## config.mk

```make
export PLATFORM = sky130hd
export DESIGN_NAME = mandel_view_loader
export DESIGN_NICKNAME = d
export VERILOG_FILES = /design/src/rtl/mandel_view_loader.sv
export SDC_FILE = /design/constraint.sdc
export NUM_CORES = 1
export LEC_CHECK = 0
export BUFFER_PORTS_ARGS = -buffer_cell sky130_fd_sc_hd__buf_4
export CAP_MARGIN = 15
export CORE_ASPECT_RATIO = 1.2
export CORE_UTILIZATION = 57
export CTS_BUF_LIST = sky130_fd_sc_hd__clkbuf_8
export DETAILED_ROUTE_END_ITERATION = 8
export PLACE_DENSITY = 0.93
export SETUP_SLACK_MARGIN = 0.3
export SLEW_MARGIN = 20
export SYNTH_ARGS = -nofsm -noshare
export SYNTH_HDL_FRONTEND = slang
export SYNTH_SLANG_ARGS = --single-unit
```

## constraint.sdc

```tcl
create_clock -name clk -period 5.4 [get_ports clk]
set_input_delay 1.62 -clock clk [delete_from_list [all_inputs] [get_ports clk]]
set_output_delay 1.62 -clock clk [all_outputs]
set_load 0.02 [all_outputs]
```

## src/rtl/mandel_view_loader.sv

```systemverilog
// rtl/mandel_view_loader.sv - view-parameter shadow/active register loader
// Host writes land in shadow registers; the active set updates atomically at frame start.
module mandel_view_loader #(
  parameter int                  BITS       = 16,
  parameter int                  INC_BITS   = 12,
  parameter logic [BITS-1:0]     X_LEFT_RST = 16'hA800,
  parameter logic [BITS-1:0]     Y_TOP_RST  = 16'h3400,
  parameter logic [INC_BITS-1:0] X_INC_RST  = INC_BITS'(240),
  parameter logic [INC_BITS-1:0] Y_INC_RST  = INC_BITS'(51)
) (
  input  logic                clk,
  input  logic                reset,
  input  logic [13:0]         value_in,
  input  logic [1:0]          sel,
  input  logic                wr_en,
  input  logic                frame_start,
  output logic [BITS-1:0]     x_left,
  output logic [BITS-1:0]     y_top,
  output logic [INC_BITS-1:0] x_inc,
  output logic [INC_BITS-1:0] y_inc,
  output logic                pending,
  output logic                committed
);

  typedef enum logic [0:0] {
    IDLE    = 1'b0,
    PENDING = 1'b1
  } state_t;

  state_t                state;
  logic [2:0]            wr_sync;
  logic                  wr_rise;
  logic                  commit;
  logic signed [14:0]    scaled;
  logic [BITS-1:0]       coord_val;
  logic [INC_BITS-1:0]   inc_val;
  logic [BITS-1:0]       sh_x_left;
  logic [BITS-1:0]       sh_y_top;
  logic [INC_BITS-1:0]   sh_x_inc;
  logic [INC_BITS-1:0]   sh_y_inc;

  // wr_sync[1:0] is the synchroniser, wr_sync[2] the edge-detect history
  assign wr_rise = wr_sync[1] & ~wr_sync[2];
  assign commit  = frame_start && (state == PENDING);

  // Q2.12 host value becomes Q3.13: sign-extend, then shift left by one
  assign scaled    = signed'({value_in, 1'b0});
  assign coord_val = BITS'(scaled);
  assign inc_val   = value_in[INC_BITS-1:0];

  assign pending = (state == PENDING);

  always_ff @(posedge clk or posedge reset) begin
    if (reset) begin
      wr_sync   <= 3'b000;
      state     <= IDLE;
      committed <= 1'b0;
      sh_x_left <= X_LEFT_RST;
      sh_y_top  <= Y_TOP_RST;
      sh_x_inc  <= X_INC_RST;
      sh_y_inc  <= Y_INC_RST;
      x_left    <= X_LEFT_RST;
      y_top     <= Y_TOP_RST;
      x_inc     <= X_INC_RST;
      y_inc     <= Y_INC_RST;
    end else begin
      wr_sync   <= {wr_sync[1:0], wr_en};
      committed <= commit;

      // Active set copies the pre-write shadow even if a write lands on this edge
      if (commit) begin
        x_left <= sh_x_left;
        y_top  <= sh_y_top;
        x_inc  <= sh_x_inc;
        y_inc  <= sh_y_inc;
      end

      if (wr_rise) begin
        case (sel)
          2'd0:    sh_x_left <= coord_val;
          2'd1:    sh_y_top  <= coord_val;
          2'd2:    sh_x_inc  <= inc_val;
          default: sh_y_inc  <= inc_val;
        endcase
      end

      case (state)
        IDLE:    if (wr_rise) state <= PENDING;
        PENDING: if (frame_start && !wr_rise) state <= IDLE;
        default: state <= IDLE;
      endcase
    end
  end

endmodule

```

== Yosys cells after proc, flatten, opt, wreduce, memory -nomap -nowiden ==
Index checks and enable logic that the tools add are counted.

* Equality and inequality tests: 2
* Reduce and logical (&&, ||, !) cells: 9
* Bitwise operators: 4
* Muxes and demuxes: 3

{| class="wikitable"
|+ Operators with widths
! cell !! number
|-
| 2-bit AND reduction || 4
|-
| 1-bit inverter || 3
|-
| 3-bit OR reduction || 1
|-
| 2-bit by 1-bit == test with 1-bit output, second input constant || 1
|-
| 2-bit == test, second input constant || 1
|-
| 1-bit logical AND || 2
|-
| 2-bit zero test || 1
|-
| 1-bit two-way mux || 2
|-
| 1-bit one-hot mux with 2 select lines || 1
|-
| 1-bit AND || 1
|-
| 1-bit zero test || 1
|}

* Logic and storage cells: 29
* Input bits: 20
* Bits in registers: 111

== Longest topological paths before layout ==
* Depth after elaboration: 6
* Depth in mapped cells: 4

== Worst setup path after synthesis ==
No wires, ideal clock.

* Path type: input to register
* From: input sel[1]
* To: register sh_x_left[10]
* Stages: 3
* Required time: 5.275 ns
* Path slack: 2.729 ns
* Buffers on the path: 1
* Data arrival time: 2.546 ns
* Cells stage by stage: nor4b_4 -> buf_6 -> mux2_2

* Cells in the longest elaborated chain, start to end: 2

{| class="wikitable"
|+ RTL lines
! what !! line !! text
|-
| from (decl) || 14 || <nowiki>input logic [1:0] sel,</nowiki>
|-
| 2-bit zero test || 79 || <nowiki>case (sel)</nowiki>
|-
| 2-bit AND reduction (no source line) || - ||
|-
| to (signal assigned) || 80 || <nowiki>2'd0: sh_x_left <= coord_val;</nowiki>
|-
| to (decl) || 37 || <nowiki>logic [BITS-1:0] sh_x_left;</nowiki>
|}

Every way passes these cells.
A chain may end at the register's enable or synchronous reset.

== Worst setup path after layout ==
* From: input sel[1]
* To: register sh_y_top[1]

* Cells in the longest elaborated chain, start to end: 2

{| class="wikitable"
|+ RTL lines
! what !! line !! text
|-
| 2-bit by 1-bit == test with 1-bit output || 79 ||
|-
| 2-bit AND reduction (no source line) || - ||
|-
| to (signal assigned) || 81 || <nowiki>2'd1: sh_y_top <= coord_val;</nowiki>
|-
| to (decl) || 38 || <nowiki>logic [BITS-1:0] sh_y_top;</nowiki>
|}

Every way passes these cells.

==> results.py <==
metrics = {
    "clock_network": {
        "ctsRootBufferMaster": "clkbuf_8",
        "path_clk_slew_ns": 0.09,
        "htreeDepth": 3,
        "ctsResizeCount": 0,
        "clk_path_buf_depth": 2,
        "holdBufCountCts": 0,
        "numCtsBuffers": 9,
        "clkSinkCount": 111,
        "cts_tree": "built",
        "cts_setup_buffers": 0,
        "clock_latency_ns": 0.35,
    },
    "timing": {
        "slew-limit-headroom_pct": 25.9,
        "fmax_mhz": 341,
        "final_max_slew_viol_count": 0,
        "finClkSkew_ns": 0.0139,
        "tns_ns": 0,
        "finalSetupViolations": 0,
        "tightestPinTransition_ns": 1.11,
        "period_needed_ns": 2.93,
        "finalHoldViolations": 0,
        "fin_crit_sh_pct": 54.2,
        "rsz0062_at_grt": "no",
    },
    "final_layout": {
        "area_growth_pct": 19.9,
        "multi_input_area_sq_um": 1290,
        "seqCellArea_sq_um": 2810,
        "drive_gt1_share_pct": 71.1,
        "nets": 337,
        "final_cell_count_no_fill": 409,
        "fillers": 448,
        "num_antenna_cells": 0,
    },
    "routing": {
        "drc_errors": 0,
        "via_per_inst": 5.40,
        "routed-via-count": 2208,
        "dr.pass1.iters": 4,
        "drt.antenna.violating_nets": 0,
        "drtIter0Drc": 95,
        "avgRoutedWirePerCell_microns": 18.0,
        "drt-total-wl_microns": 7350,
    },
    "floorplan": {
        "fp.dieW_microns": 80.2,
        "core_sq_um": 6980,
        "die-area_sq_um": 7680,
        "initial_core_util_pct": 59.9,
        "row_count": 33,
        "ios": 78,
        "die_h_microns": 95.8,
    },
    "placement": {
        "routabilityCongestion": 0.763,
        "dp_hpwl_microns": 4920,
        "dpl.cell_count": 393,
        "io_buffers": 75,
    },
    "yosys": {
        "synth_cell_type_count": 14,
        "yosys.area.top_type_share_pct": 49.7,
        "yosys-top-cells-area": "dfrtp_1 50%, mux2_2 29%, dfstp_2 18%, buf_2 0.84%, buf_6 0.81%",
        "synthesis.instances": 241,
        "ys_seq_area_share_pct": 67.3,
        "syn-cell-area_sq_um": 4180,
        "ys_warn_count": 0,
        "syn-mean-instance-area_sq_um": 17.4,
        "post-synth-top-area-cell": "dfrtp_1",
        "ys_ff_latch": 111,
    },
    "outcome": {
        "status": "completed",
    },
    "setup_path": {
        "crit_arrival_ns": 3.16,
        "crit_type": "in2reg",
        "cp_slowest_cell": "nor4bb_4",
        "cp-startpoint": "sel[1]",
        "cp_max_fo": 14,
        "cpPeakStageDelay_ns": 0.97,
        "path_cells": "buf_4 > nor4bb_4 > mux2_2",
        "cp.required_ns": 5.63,
        "r2r-start": "wr_sync[2]",
        "endpoint_kind": "flip-flop",
        "startpoint_type": "input pin",
    },
    "global_route": {
        "grt-ovfl-total": 0,
        "grt_pass1_wl_microns": 12000,
        "antenna_found_initial": 0,
        "grt_usage_pct": 21.3,
        "grt_pass1_vias": 2338,
        "grt_max_degree": 82,
    },
    "job": {
        "timing.max_cap.violations": 0,
    },
    "power": {
        "peakVddDrop_mv": 0.367,
        "power.density_nw_per_um2": 494,
        "p_leak_nw": 2.29,
    },
    "min_path": {
        "hold_path_class": "reg2reg",
        "holdCritStartpoint": "wr_sync[0]",
    },
}
-- final cells by class --
type                       instances  share of cell area (%)
clock buffer                       9                    2.47
clock inverter                     7                    1.67
inverter                           4                   0.349
multi-input combinational        114                    25.7
tap                               87                    2.17
sequential                       111                    56.1
timing repair buffer              77                    11.5
-- cell usage after synthesis --
| master | n |
|---|---|
| mux2_2 | 106 |
| dfrtp_1 | 83 |
| dfstp_2 | 28 |
| buf_2 | 7 |
| inv_1 | 4 |
| buf_4 | 3 |
| buf_6 | 3 |
| and4bb_2 | 1 |
| conb_1 | 1 |
| nand2_1 | 1 |
| nand4b_1 | 1 |
| nor4b_4 | 1 |
| nor4bb_1 | 1 |
| o22ai_1 | 1 |
-- state kept, by name, summed over array words and instances (netlist names) --
| name | count |
|---|---|
| sh_x_inc | 12 |
| pending | 1 |
| y_top | 14 |
| sh_y_inc | 12 |
| x_left | 15 |
| x_inc | 12 |
| y_inc | 12 |
| sh_x_left | 15 |
| wr_sync | 3 |
| sh_y_top | 14 |
| committed | 1 |
-- power by group --
part           internal, W  switching [W]
Sequential         0.00111       0.000129
Clock             0.000256       0.000257
Combinational     0.000374       0.000353
-- kinds of logic (layout without fill, tap and decap cells) --
| logic type | after synthesis | after routing | share of synthesized area (%) |
|---|---|---|---|
| AO/OA/AOI/OAI | 1 | 1 | 0.150 |
| other | 1 | 2 | 0.0897 |
| flip-flops | 111 | 111 | 67.3 |
| multiplexers | 106 | 106 | 28.5 |
| AND/OR/NAND/NOR | 5 | 5 | 1.41 |
| buffers and inverters | 17 | 97 | 2.54 |
-- path summary, 6_finish.rpt --
| kind | endpoint | slack, ns | cells past startpoint |
|---|---|---|---|
| worst min-delay path | wr_sync[1] | 0.38 | 0 |
| worst min register to register | wr_sync[1] | 0.38 | 0 |
| worst max register to register | sh_y_top[1] | 3.42 | 2 |
| min in group asynchronous | y_top[3] | 1.46 | 2 |
| max in group asynchronous | y_top[10] | 2.92 | 3 |
| worst max-delay path | sh_y_top[1] | 2.47 | 3 |
-- placed cells by master (no fill, tap or decap), drive strengths merged --
master | netlist | routed
and4bb | 1 | 1
buf | 13 | 77
bufinv | 0 | 2
clkbuf | 0 | 9
clkinv | 0 | 1
clkinvlp | 0 | 1
conb | 1 | 2
dfrtp | 83 | 83
dfstp | 28 | 28
inv | 4 | 7
mux2 | 106 | 106
nand2 | 1 | 1
nand4b | 1 | 1
nor4b | 1 | 1
nor4bb | 1 | 1
o22ai | 1 | 1
-- layer usage --
layer,share of wire [%],routed length [microns],up-vias,global-route usage [%]
li1,-,-,988,-
met3,3.2,234,12,3.32
met1,44,3200,1156,27.6
met4,2.2,159,0,9.38
met2,51,3750,52,35.8
met5,0,0,-,0
-- stage by stage --
step / total power (W) / cell area [sq um] / util, % / hold slack (ns) / worst slack [ns]
final: 0.00248 / 5010 / 71.8 / 0.378 / 2.47
after global routing: 0.00260 / 5010 / 71.8 / 0.388 / 2.46
after CTS: 0.00250 / 5010 / 71.8 / 0.384 / 2.39
after detailed placement: 0.00199 / 4800 / 68.8 / 0.352 / 2.02
after global placement: 0.00195 / 4800 / 68.8 / 0.333 / 2.05
after floorplan: 0.00166 / 4190 / - / 0.331 / 0.896
-- worst max-delay path, delay by kind of cell --
kind                   cells  cell delay [ns]
multiplexers               1             0.43
buffers and inverters      1             0.14
AND/OR/NAND/NOR            1             0.97
No activity file was read; power rests on OpenSTA's default activity.
